File: src/rtl/ahbl_dma_ctrl.sv
// Single-channel AHB-Lite DMA controller.
// The slave port holds the configuration registers. The master port moves 32-bit words
// from a source pointer to a destination pointer, one read followed by one write.
// A transfer can run free or be paced one word per DREQ.
// Master handshake: an address phase is accepted, and a data phase completes,
// on a cycle where M_HREADY=1; until then M_HADDR/M_HTRANS/M_HWRITE stay constant.
module ahbl_dma_ctrl #(
    parameter int CNT_W = 16
) (
    input  logic             HCLK,
    input  logic             HRESET,
    input  logic             HSEL,
    input  logic [31:0]      HADDR,
    input  logic [1:0]       HTRANS,
    input  logic             HWRITE,
    input  logic             HREADY,
    input  logic [31:0]      HWDATA,
    output logic             HREADYOUT,
    output logic [31:0]      HRDATA,
    output logic [31:0]      M_HADDR,
    output logic [1:0]       M_HTRANS,
    output logic [2:0]       M_HSIZE,
    output logic             M_HWRITE,
    output logic [31:0]      M_HWDATA,
    input  logic             M_HREADY,
    input  logic [31:0]      M_HRDATA,
    input  logic             DREQ,
    output logic             IRQ
);

    localparam logic [2:0] A_SRC    = 3'd0;
    localparam logic [2:0] A_DST    = 3'd1;
    localparam logic [2:0] A_CNT    = 3'd2;
    localparam logic [2:0] A_CTRL   = 3'd3;
    localparam logic [2:0] A_STATUS = 3'd4;
    localparam logic [2:0] A_REMAIN = 3'd5;

    localparam logic [1:0] HT_IDLE   = 2'b00;
    localparam logic [1:0] HT_NONSEQ = 2'b10;

    typedef enum logic [2:0] {
        S_IDLE,
        S_WAIT_REQ,
        S_RD_A,
        S_RD_D,
        S_WR_A,
        S_WR_D
    } state_t;

    state_t             r_state;

    // slave address-phase capture
    logic               r_ap_valid;
    logic               r_ap_write;
    logic [2:0]         r_ap_addr;

    // programmer-visible registers
    logic [31:0]        r_src;
    logic [31:0]        r_dst;
    logic [CNT_W-1:0]   r_cnt;
    logic               r_en;
    logic               r_src_inc;
    logic               r_dst_inc;
    logic               r_hw_mode;
    logic               r_irq_en;
    logic               r_done;

    // working state of the channel
    logic [31:0]        r_cur_src;
    logic [31:0]        r_cur_dst;
    logic [CNT_W-1:0]   r_remain;
    logic [31:0]        r_buf;
    logic               r_pend;

    logic               w_wr;
    logic               w_rd;
    logic               w_busy;
    logic               w_wr_ctrl;
    logic               w_start;
    logic               w_start_go;
    logic               w_start_zero;
    logic               w_en_eff;
    logic               w_word_done;
    logic               w_last;
    logic               w_xfer_end;
    logic               w_unused;

    assign HREADYOUT = 1'b1;
    assign M_HSIZE   = 3'b010;
    assign M_HWDATA  = r_buf;
    assign IRQ       = r_done & r_irq_en;

    assign w_wr       = r_ap_valid & r_ap_write;
    assign w_rd       = r_ap_valid & ~r_ap_write;
    assign w_busy     = (r_state != S_IDLE);
    assign w_wr_ctrl  = w_wr & (r_ap_addr == A_CTRL);

    // A start is only an EN rising edge seen while the channel is idle.
    assign w_start      = w_wr_ctrl & HWDATA[0] & ~r_en & ~w_busy;
    assign w_start_zero = w_start & (r_cnt == '0);
    assign w_start_go   = w_start & (r_cnt != '0);

    // EN as it will be after this cycle, so an abort landing on the last data
    // phase of a word still stops the channel after that word.
    assign w_en_eff    = w_wr_ctrl ? HWDATA[0] : r_en;
    assign w_word_done = (r_state == S_WR_D) & M_HREADY;
    assign w_last      = w_word_done & (r_remain == CNT_W'(1));
    assign w_xfer_end  = w_word_done & (w_last | ~w_en_eff);

    assign w_unused = &{1'b0, HADDR[31:5], HADDR[1:0], HTRANS[0]};

    // Register the slave address phase; the data phase uses it one cycle later.
    always_ff @(posedge HCLK or posedge HRESET) begin
        if (HRESET) begin
            r_ap_valid <= 1'b0;
            r_ap_write <= 1'b0;
            r_ap_addr  <= 3'd0;
        end else if (HREADY) begin
            r_ap_valid <= HSEL & HTRANS[1];
            r_ap_write <= HWRITE;
            r_ap_addr  <= HADDR[4:2];
        end
    end

    // Register file updates plus DONE/EN side effects of start and completion.
    always_ff @(posedge HCLK or posedge HRESET) begin
        if (HRESET) begin
            r_src     <= 32'h0;
            r_dst     <= 32'h0;
            r_cnt     <= '0;
            r_en      <= 1'b0;
            r_src_inc <= 1'b0;
            r_dst_inc <= 1'b0;
            r_hw_mode <= 1'b0;
            r_irq_en  <= 1'b0;
            r_done    <= 1'b0;
        end else begin
            if (w_wr && !w_busy && r_ap_addr == A_SRC) r_src <= HWDATA;
            if (w_wr && !w_busy && r_ap_addr == A_DST) r_dst <= HWDATA;
            if (w_wr && !w_busy && r_ap_addr == A_CNT) r_cnt <= HWDATA[CNT_W-1:0];
            if (w_wr_ctrl) begin
                r_en      <= HWDATA[0] & ~w_start_zero;
                r_src_inc <= HWDATA[1];
                r_dst_inc <= HWDATA[2];
                r_hw_mode <= HWDATA[3];
                r_irq_en  <= HWDATA[4];
            end
            if (w_wr && r_ap_addr == A_STATUS && HWDATA[1]) r_done <= 1'b0;
            if (w_start_go) r_done <= 1'b0;
            if (w_start_zero || w_last) begin
                r_done <= 1'b1;
                r_en   <= 1'b0;
            end
        end
    end

    // Slave read data, decoded from the registered address during the data phase.
    always_comb begin
        HRDATA = 32'h0;
        if (w_rd) begin
            case (r_ap_addr)
                A_SRC:    HRDATA = r_src;
                A_DST:    HRDATA = r_dst;
                A_CNT:    HRDATA = 32'(r_cnt);
                A_CTRL:   HRDATA = {27'h0, r_irq_en, r_hw_mode, r_dst_inc, r_src_inc, r_en};
                A_STATUS: HRDATA = {30'h0, r_done, w_busy};
                A_REMAIN: HRDATA = 32'(r_remain);
                default:  HRDATA = 32'h0;
            endcase
        end
    end

    // Channel FSM with registered master-bus outputs and the DREQ pending flag.
    always_ff @(posedge HCLK or posedge HRESET) begin
        if (HRESET) begin
            r_state   <= S_IDLE;
            r_cur_src <= 32'h0;
            r_cur_dst <= 32'h0;
            r_remain  <= '0;
            r_buf     <= 32'h0;
            r_pend    <= 1'b0;
            M_HADDR   <= 32'h0;
            M_HTRANS  <= HT_IDLE;
            M_HWRITE  <= 1'b0;
        end else begin
            r_pend <= r_pend | DREQ;
            case (r_state)
                S_IDLE: begin
                    M_HTRANS <= HT_IDLE;
                    if (w_start) begin
                        r_cur_src <= r_src;
                        r_cur_dst <= r_dst;
                        r_remain  <= r_cnt;
                    end
                    if (w_start_go) r_state <= S_WAIT_REQ;
                end
                S_WAIT_REQ: begin
                    if (!w_en_eff) begin
                        r_state <= S_IDLE;
                    end else if (!r_hw_mode || r_pend) begin
                        r_state  <= S_RD_A;
                        M_HTRANS <= HT_NONSEQ;
                        M_HADDR  <= r_cur_src;
                        M_HWRITE <= 1'b0;
                        r_pend   <= DREQ;
                    end
                end
                S_RD_A: begin
                    if (M_HREADY) begin
                        r_state  <= S_RD_D;
                        M_HTRANS <= HT_IDLE;
                    end
                end
                S_RD_D: begin
                    if (M_HREADY) begin
                        r_buf    <= M_HRDATA;
                        r_state  <= S_WR_A;
                        M_HTRANS <= HT_NONSEQ;
                        M_HADDR  <= r_cur_dst;
                        M_HWRITE <= 1'b1;
                    end
                end
                S_WR_A: begin
                    if (M_HREADY) begin
                        r_state  <= S_WR_D;
                        M_HTRANS <= HT_IDLE;
                    end
                end
                S_WR_D: begin
                    if (M_HREADY) begin
                        if (r_src_inc) r_cur_src <= r_cur_src + 32'd4;
                        if (r_dst_inc) r_cur_dst <= r_cur_dst + 32'd4;
                        if (r_remain != '0) r_remain <= r_remain - CNT_W'(1);
                        M_HWRITE <= 1'b0;
                        r_state  <= w_xfer_end ? S_IDLE : S_WAIT_REQ;
                    end
                end
                default: begin
                    r_state  <= S_IDLE;
                    M_HTRANS <= HT_IDLE;
                end
            endcase
        end
    end

endmodule

File: config.mk
export PLATFORM = sky130hd
export DESIGN_NAME = ahbl_dma_ctrl
export DESIGN_NICKNAME = d
export VERILOG_FILES = /design/src/rtl/ahbl_dma_ctrl.sv
export SDC_FILE = /design/constraint.sdc
export NUM_CORES = 1
export LEC_CHECK = 0
export BUFFER_PORTS_ARGS = -buffer_cell sky130_fd_sc_hd__buf_4
export CAP_MARGIN = 0
export CORE_UTILIZATION = 55
export CTS_CLUSTER_SIZE = 20
export DETAILED_ROUTE_END_ITERATION = 10
export PLACE_DENSITY = 0.78
export SLEW_MARGIN = 20
export SYNTH_ARGS = -nofsm -noshare
export SYNTH_HDL_FRONTEND = slang
export SYNTH_SLANG_ARGS = --single-unit
File: constraint.sdc
create_clock -name HCLK -period 11.85 [get_ports HCLK]
set_input_delay 2.37 -clock HCLK [delete_from_list [all_inputs] [get_ports HCLK]]
set_output_delay 2.37 -clock HCLK [all_outputs]
set_load 0.01 [all_outputs]
== Word-level counts from Yosys, hierarchy flattened ==
Index checks and enable logic that the tools add are counted.

* Register bits after elaboration: 242
* Bits of input ports: 105
* Output and inout port bits: 104
* Word-level logic and storage cells: 146

* Add/sub/neg operators: 3
* Equality and inequality tests: 24
* Muxes and demuxes: 46
* Bitwise logic cells: 22
* Reduce and logical (&&, ||, !) cells: 30

{| class="wikitable"
|+ Operators with widths
! kind !! count
|-
| $mux W32 || 10
|-
| $pmux W32 S2 || 3
|-
| $pmux W32 S6 || 1
|-
| $add A32 B3 Y32 const B || 2
|-
| $mux W16 || 3
|-
| $pmux W16 S2 || 1
|-
| $reduce_bool A16 Y1 || 2
|-
| $mux W3 || 7
|-
| $ne A2 B2 Y1 const B || 10
|-
| $pmux W3 S6 || 1
|-
| $eq A16 B1 Y1 const B || 1
|-
| $logic_not A16 Y1 || 1
|-
| $reduce_and A4 Y1 || 4
|-
| $sub A16 B1 Y16 const B || 1
|-
| $and A1 B1 Y1 || 14
|-
| $mux W1 || 14
|-
| $eq A3 B2 Y1 const B || 4
|-
| $eq A3 B3 Y1 const B || 4
|-
| $reduce_and A5 Y1 || 2
|-
| $reduce_bool A3 Y1 || 3
|-
| $mux W2 || 4
|-
| $pmux W2 S4 || 1
|-
| $eq A3 B1 Y1 const B || 2
|-
| $logic_and A1 B1 Y1 || 6
|-
| other kinds (12) || 24
|}

== Depth between registers and ports, before layout ==
Gate-level depths: netlist (run 1).

* Word-level depth: 10
* Mapped depth: 9
* Depth with buffers taken out: 7

== Least setup slack after synthesis (run 1) ==
Ideal clock, no wire load.

* Kind: register -> output
* Start: register r_ap_addr[1]
* End: output port HRDATA[21]
* Arrival: 1.687 ns
* Data required time: 9.480 ns
* Path slack: 7.793 ns
* Cell stages (with the launch flop): 7
* Path buffers: 3
* Cells stage by stage: dfrtp_1 -> buf_2 -> nor3_1 -> clkbuf_1 -> buf_1 -> a22oi_1 -> nor2_1

* Longest elaborated chain between the ends: 3
* Elaborated cells on any way between the ends: 8
* Those cells by class: eq/ne (5); mux (2); reduce/logical (1)

{| class="wikitable"
|+ RTL lines
! item !! RTL line !! source
|-
| start: declaration || 55 || <nowiki>logic [2:0] r_ap_addr;</nowiki>
|-
| start signal: assignment || 121 || <nowiki>r_ap_addr <= HADDR[4:2];</nowiki>
|-
| $eq A3 B3 Y1, or another cell as far along || 161 || <nowiki>case (r_ap_addr)</nowiki>
|-
| $pmux W32 S6 (*) || 161 ||
|-
| $mux W32 (*) || 160 || <nowiki>if (w_rd) begin</nowiki>
|-
| end: declaration || 19 || <nowiki>output logic [31:0] HRDATA,</nowiki>
|}

Mark *: on every way between the ends. The rest lies on a longest branch, timed or not.

== Worst setup path in the final report (run 1) ==
* Start: register r_ap_addr[0]
* End: output port HRDATA[10]

Same word-level chain as after synthesis.

==> results.sh, run 1 <==
export IMPL_synthFlopType="dfrtp_1"
export IMPL_seq_area_um2=6030
export IMPL_synth_area_leaders="dfrtp_1 (49%), mux2_2 (8.5%), a21oi_1 (4.2%), nor2_1 (3.5%), a22oi_1 (3.0%)"
export IMPL_required_ps=9480
export IMPL_clock_skew_ps=24.1
export IMPL_rrSetupSlack_ps=8800
export IMPL_worst_pin_slew_ps=1160
export IMPL_start_util=0.566
export IMPL_placed_cell_area_um2=13800
export IMPL_fin_area_um2=14600
export IMPL_grt_usage=0.303
export IMPL_path_class="reg -> out"
export IMPL_antenna_found_initial=0
export IMPL_hpwlAfterDp_um=23600
export IMPL_grt_first_pass_wirelength_um=56400
export IMPL_synth_edf_count=0
export IMPL_drv_slew=0
export IMPL_synth_top_cell_area_share=0.485
export IMPL_start_kind="register"
export IMPL_postSynthAreaPerCell_um2=10.3
export IMPL_rr_worst_depth=5
export IMPL_area_growth_pct=17.9
export IMPL_critPathSlowestCell="dfrtp_1"
export IMPL_fp_dieH_um=152
export IMPL_synth_adder_area_share=0.00504
export IMPL_violations="design-rule violations"
export IMPL_power_total_mw=3.48
export IMPL_period_needed_ps=5190
export IMPL_nets=1446
export IMPL_hold_start="r_cur_src[1]"
export IMPL_cts_tree="built"
export IMPL_synth_top_family_by_area="compound AO/OA/AOI/OAI gates"
export IMPL_ys_top_cells_by_count="dfrtp_1 (241), nor2_1 (117), a21oi_1 (104)"
export IMPL_hold_depth=2
export IMPL_antennaDiodeCount=0
export IMPL_core_area_um2=22000
export IMPL_postCtsSetupBuffers=0
export IMPL_cp_cell_sequence="nand2_1 -> nor2_1 -> a22oi_1 -> a21oi_1 -> buf_4"
export IMPL_wl_per_cell_um=21.4
export IMPL_die_area_um2=23200
export IMPL_synthCells=1212
export IMPL_antenna_left=0
export IMPL_relSlewSlack=0.224
export IMPL_hold_end="r_cur_src[1]"
export IMPL_synth_area_um2=12400
export IMPL_core_rowCount=54
export IMPL_firstDrtPassIters=9
export IMPL_layout_filler_cells=1701
export IMPL_vias=10700
export IMPL_cap_violations=0
export IMPL_clock_latency_ps=550
export IMPL_synthMuxAreaShare=0.139
export IMPL_async_flop_share=1.00
export IMPL_r2r_start="r_ap_addr[1]"
export IMPL_synth_seq_cells=241
export IMPL_path_clk_slew_ps=60
export IMPL_port_buffers=173
export IMPL_worstHoldPathType="reg -> reg"
export IMPL_die_w_um=152
export IMPL_synth_cell_types=79
export IMPL_gp_congestion=0.933
export IMPL_cts_buffer_depth=3
export IMPL_htreeDepth=1
export IMPL_setup_tns_ps=0
export IMPL_path_max_fanout=21
export IMPL_p_per_area_nw_per_um2=237
export IMPL_initialDrtViolationCount=1221
export IMPL_r2r_end="r_cur_src[27]"
export IMPL_yosysWarningCount=0
export IMPL_cts_hold_buf=0
export IMPL_yosysMostFrequentCell="dfrtp_1"
export IMPL_finalHoldViolCount=0
export IMPL_grt_max_degree=95
export IMPL_clock_sinks=241
export IMPL_status="finished, violations left"
export IMPL_finalSetupViolCount=0
export IMPL_grt_pass1_vias=10300
export IMPL_via_per_inst=6.57
export IMPL_seq_area_frac_synth=0.485
export IMPL_max_freq_ghz=0.193
export IMPL_leakagePower_nw=6.59
export IMPL_yosys_area_top_type="dfrtp_1"
export IMPL_synth_xor_area_frac=0
export IMPL_cp_end_kind="output port"
export IMPL_multi_input_area_um2=5910
export IMPL_numCtsBuffers=26
export IMPL_drt_wl_total_um=34900
export IMPL_dp_cells=1588
export IMPL_overflow=0
export IMPL_worstPathArrival_ps=2820
export IMPL_yosys_area_share_simple=0.150
export IMPL_post_route_period_util=0.438
export IMPL_layout_drive_gt1_share=0.261
export IMPL_route_detailed_drc=12
export IMPL_io_pins=209
export IMPL_rsz0062_at_grt="false"
export IMPL_final_cells=1635
export IMPL_slowest_delay_ps=790
export IMPL_cts_root_buf="clkbuf_16"
export IMPL_synth_compound_area_frac=0.178
export IMPL_cts_resized=0
export IMPL_ir_drop_mv=0.149
-- layout by cell type (no fill, tap or decap), types with 10 or more instances in the layout --
cell	Yosys	layout
dfrtp_1	241	241
buf_4	15	189
nor2_1	117	117
a21oi_1	104	104
mux2_2	94	94
nand2_1	74	74
a22oi_1	49	49
o21ai_0	42	42
nand3_1	37	37
mux2i_1	32	32
mux2_1	31	31
clkbuf_16	0	26
nand4_1	23	23
o22ai_1	22	22
nor3_1	17	16
a31oi_1	16	16
nor4_1	13	13
and3_1	12	12
inv_1	12	11
o31ai_1	11	11
o22a_1	10	10
o211ai_1	10	10
-- routing by layer --
metal	track usage	share of wire	vias up
met4	0.105	0.035	0
met3	0.0802	0.11	106
met5	0	0	-
met2	0.439	0.43	653
met1	0.439	0.42	5221
li1	-	-	4759
-- through the flow --
stage	setup WS, ps	hold WS (ps)	util
floorplan	2860	438	-
global placement	7290	455	0.627
detailed placement	7300	458	0.627
CTS	6710	471	0.667
global route	6570	504	0.667
finish	6660	466	0.667
-- layout make-up --
class / count / area share
Clock inverter: 8 / 0.00726
Tap cell: 280 / 0.0239
Clock buffer: 39 / 0.0532
Sequential cell: 241 / 0.412
Inverter: 12 / 0.00359
Timing Repair Buffer: 189 / 0.0969
Multi-Input combinational cell: 866 / 0.403
-- worst max path at each step --
| stage | startpoint | depth (start not counted) | to |
|---|---|---|---|
| 4_1_cts | r_ap_addr[0] | 6 | HRDATA[10] |
| 2_1_floorplan | HRESET | 1 | M_HADDR[0] |
| 5_1_grt | r_ap_addr[0] | 6 | HRDATA[10] |
| 3_5_place_dp | M_HREADY | 6 | r_cur_src[17] |
| 3_3_place_gp | r_ap_addr[0] | 6 | HRDATA[10] |
| 6_report | r_ap_addr[0] | 5 | HRDATA[10] |
-- worst max-delay path: cells and delay by family (launching register included) --
family / cells / cell delay, ps
buffers and inverters: 1 / 180
and+or+nand+nor: 2 / 870
DFF: 1 / 790
AOI/OAI and AO/OA: 2 / 420
-- power by group --
group	switching, mW	internal (mW)
Clock	0.338	0.497
Sequential	0.364	1.15
Combinational	0.570	0.553
Total	1.27	2.20
-- flip-flops by register name (all words and copies together) (netlist names) --
register and count:
M_HADDR 32, M_HWDATA 32, r_cur_dst 32, r_cur_src 32, r_dst 32, r_src 32, r_cnt 16, r_remain 16
r_ap_addr 3, r_state 3, M_HTRANS 1, M_HWRITE 1, r_ap_valid 1, r_ap_write 1, r_done 1, r_dst_inc 1
r_en 1, r_hw_mode 1, r_irq_en 1, r_pend 1, r_src_inc 1
-- logic make-up after synthesis --
kind of cell	Yosys count
and+or+nand+nor	363
muxes	157
AOI/OAI and AO/OA	336
adders and majority gates	5
buffers and inverters	108
DFF	241
other	2
Power figures use the tool's default switching activity.
==> run 2, diff against run 1 <==
==> constraint.sdc (replaced) <==
create_clock -name HCLK -period 5 [get_ports HCLK]
set_input_delay 1 -clock HCLK [delete_from_list [all_inputs] [get_ports HCLK]]
set_output_delay 1 -clock HCLK [all_outputs]
set_load 0.01 [all_outputs]
==> run 2 against run 1 <==
The flow still finishes with violations (design-rule violations). Combinational power up 140%. Clock power increased to 2.5 times the previous value. Hold slack worse by 1.2 ps. Register-to-register slack worse by 7100 ps. Final cell count rose by 0.12%. Sequential share of layout area decreased by 0.22 points. Sequential power up 140%. Highest routed layer unchanged.
==> results.sh, run 2 (synthesized netlist as in run 1, its figures left out) <==
export IMPL_status="finished, violations left"
export IMPL_violations="design-rule violations"
export IMPL_antenna_found_initial=0
export IMPL_cts_tree="built"
export IMPL_fin_hold_ws_ps=465
export IMPL_worst_path_buf_inv=3
export IMPL_dp_slack_ps=1360
export IMPL_worstSetupStartpoint="r_ap_addr[0]"
export IMPL_worst_pin_slew_ps=1160
export IMPL_worstHoldPathType="reg -> reg"
export IMPL_numCtsBuffers=27
export IMPL_drv_slew=0
export IMPL_route_detailed_drc=7
export IMPL_clock_latency_ps=530
export IMPL_dp_cells=1588
export IMPL_port_buffers=173
export IMPL_p_per_area_nw_per_um2=569
export IMPL_layout_common_cells="dfrtp_1 (241), buf_4 (188), nor2_1 (117)"
export IMPL_overflow=0
export IMPL_relSlewSlack=0.224
export IMPL_die_w_um=152
export IMPL_clock_sinks=241
export IMPL_final_cells=1637
export IMPL_path_max_fanout=21
export IMPL_cp_end_kind="output port"
export IMPL_slowest_delay_ps=820
export IMPL_r2r_end="r_cur_dst[23]"
export IMPL_cap_violations=0
export IMPL_path_delay_family="simple AND/OR/NAND/NOR gates"
export IMPL_rrSetupSlack_ps=1720
export IMPL_vias=10600
export IMPL_cts_root_buf="clkbuf_16"
export IMPL_power_total_mw=8.39
export IMPL_leakagePower_nw=6.63
export IMPL_core_area_um2=22000
export IMPL_setup_tns_ps=0
export IMPL_via_per_inst=6.49
export IMPL_start_util=0.566
export IMPL_power_frac_comb=0.316
export IMPL_final_common_cell="dfrtp_1"
export IMPL_post_route_period_util=0.844
export IMPL_power_share_clock=0.253
export IMPL_htreeDepth=1
export IMPL_antenna_left=0
export IMPL_postCtsSetupBuffers=0
export IMPL_cts_resized=0
export IMPL_ir_drop_mv=0.374
export IMPL_start_kind="register"
export IMPL_crit_top_cell="buf_4"
export IMPL_initialDrtViolationCount=1056
export IMPL_nets=1447
export IMPL_finalHoldViolCount=0
export IMPL_path_clk_slew_ps=60
export IMPL_crit_cells=6
export IMPL_period_needed_ps=4220
export IMPL_gp_congestion=0.960
export IMPL_path_class="reg -> out"
export IMPL_grt_usage=0.296
export IMPL_firstDrtPassIters=9
export IMPL_grt_max_degree=188
export IMPL_io_pins=209
export IMPL_p_int_mw=5.35
export IMPL_grt_first_pass_wirelength_um=55100
export IMPL_fp_dieH_um=152
export IMPL_clock_skew_ps=18.9
export IMPL_drt_wl_total_um=34400
export IMPL_rsz0062_at_grt="false"
export IMPL_area_growth_pct=18.6
export IMPL_required_ps=4000
export IMPL_max_freq_ghz=0.237
export IMPL_net_switching_power_mw=3.03
export IMPL_cts_buffer_depth=3
export IMPL_cp_cell_sequence="inv_1 -> nor3_2 -> buf_4 -> a22oi_1 -> nor2_1 -> buf_4"
export IMPL_rr_worst_depth=5
export IMPL_layout_filler_cells=1687
export IMPL_r2r_start="r_ap_addr[1]"
export IMPL_swShare=0.362
export IMPL_worstSetupEndpoint="HRDATA[17]"
export IMPL_finalSetupViolCount=0
export IMPL_critPathSlowestCell="nor3_2"
export IMPL_layout_drive_gt1_share=0.263
export IMPL_core_rowCount=54
export IMPL_hpwlAfterDp_um=23700
export IMPL_antennaDiodeCount=0
export IMPL_seqPwrFrac=0.432
export IMPL_cts_hold_buf=0
export IMPL_grt_pass1_vias=10100
export IMPL_worstPathArrival_ps=3220
export IMPL_die_area_um2=23200
export IMPL_wl_per_cell_um=21.0
export IMPL_final_setup_worst_slack_ps=780
-- run 2: changes by cell type in the layout (fill, tap and decap cells not counted), moves of 2 or more --
cell / previous run / this run
clkbuf_1: 5 / 3
clkbuf_8: 8 / 4
bufinv_16: 2 / 5
clkinv_2: 3 / 7
-- run 2: metrics by stage --
stage	utilization	instance area [um2]
floorplan	-	12400
global placement	0.627	13800
detailed placement	0.627	13800
CTS	0.671	14700
global route	0.671	14700
finish	0.671	14700
-- run 2: worst min-delay path by stage --
stage                            start           end  slack, ps  cells after the start
after floorplan           r_cur_dst[0]  r_cur_dst[0]        440                      2
after global placement    r_cur_src[1]  r_cur_src[1]        450                      2
after detailed placement  r_cur_dst[1]  r_cur_dst[1]        460                      2
after CTS                 r_cur_dst[1]  r_cur_dst[1]        470                      2
after global routing      r_cur_dst[1]  r_cur_dst[1]        500                      2
final                     r_cur_dst[1]  r_cur_dst[1]        460                      2
-- run 2: power groups by stage --
stage,Clock [mW],Combinational [mW],Sequential [mW]
floorplan,0,1.80,3.36
global placement,0,2.55,3.56
detailed placement,0,2.62,3.60
CTS,2.15,2.64,3.58
global route,2.22,2.91,3.71
finish,2.12,2.65,3.62
-- run 2: metal layers --
metal	track usage	up-vias	wire length (um)
met5	0	-	0
met4	0.0889	0	961
met3	0.0589	78	3400
met2	0.442	589	15000
met1	0.435	5198	15000
li1	-	4767	-
-- run 2: worst reg2reg max path: stages, from the launching register on --
cell,delay [ps]
dfrtp_1,780
and4b_1,400
nand4_1,590
nand2_1,940
o21ai_0,230
a22o_1,230
-- run 2: cell type report --
cell class | instances | area [um2] | area share
clock buffer | 34 | 742 | 0.0504
clock inverter | 15 | 210 | 0.0143
timing repair buffer | 189 | 1430 | 0.0972
sequential | 241 | 6030 | 0.409
multi-input combinational | 866 | 5920 | 0.402
tap | 280 | 350 | 0.0238
inverter | 12 | 48.8 | 0.00331
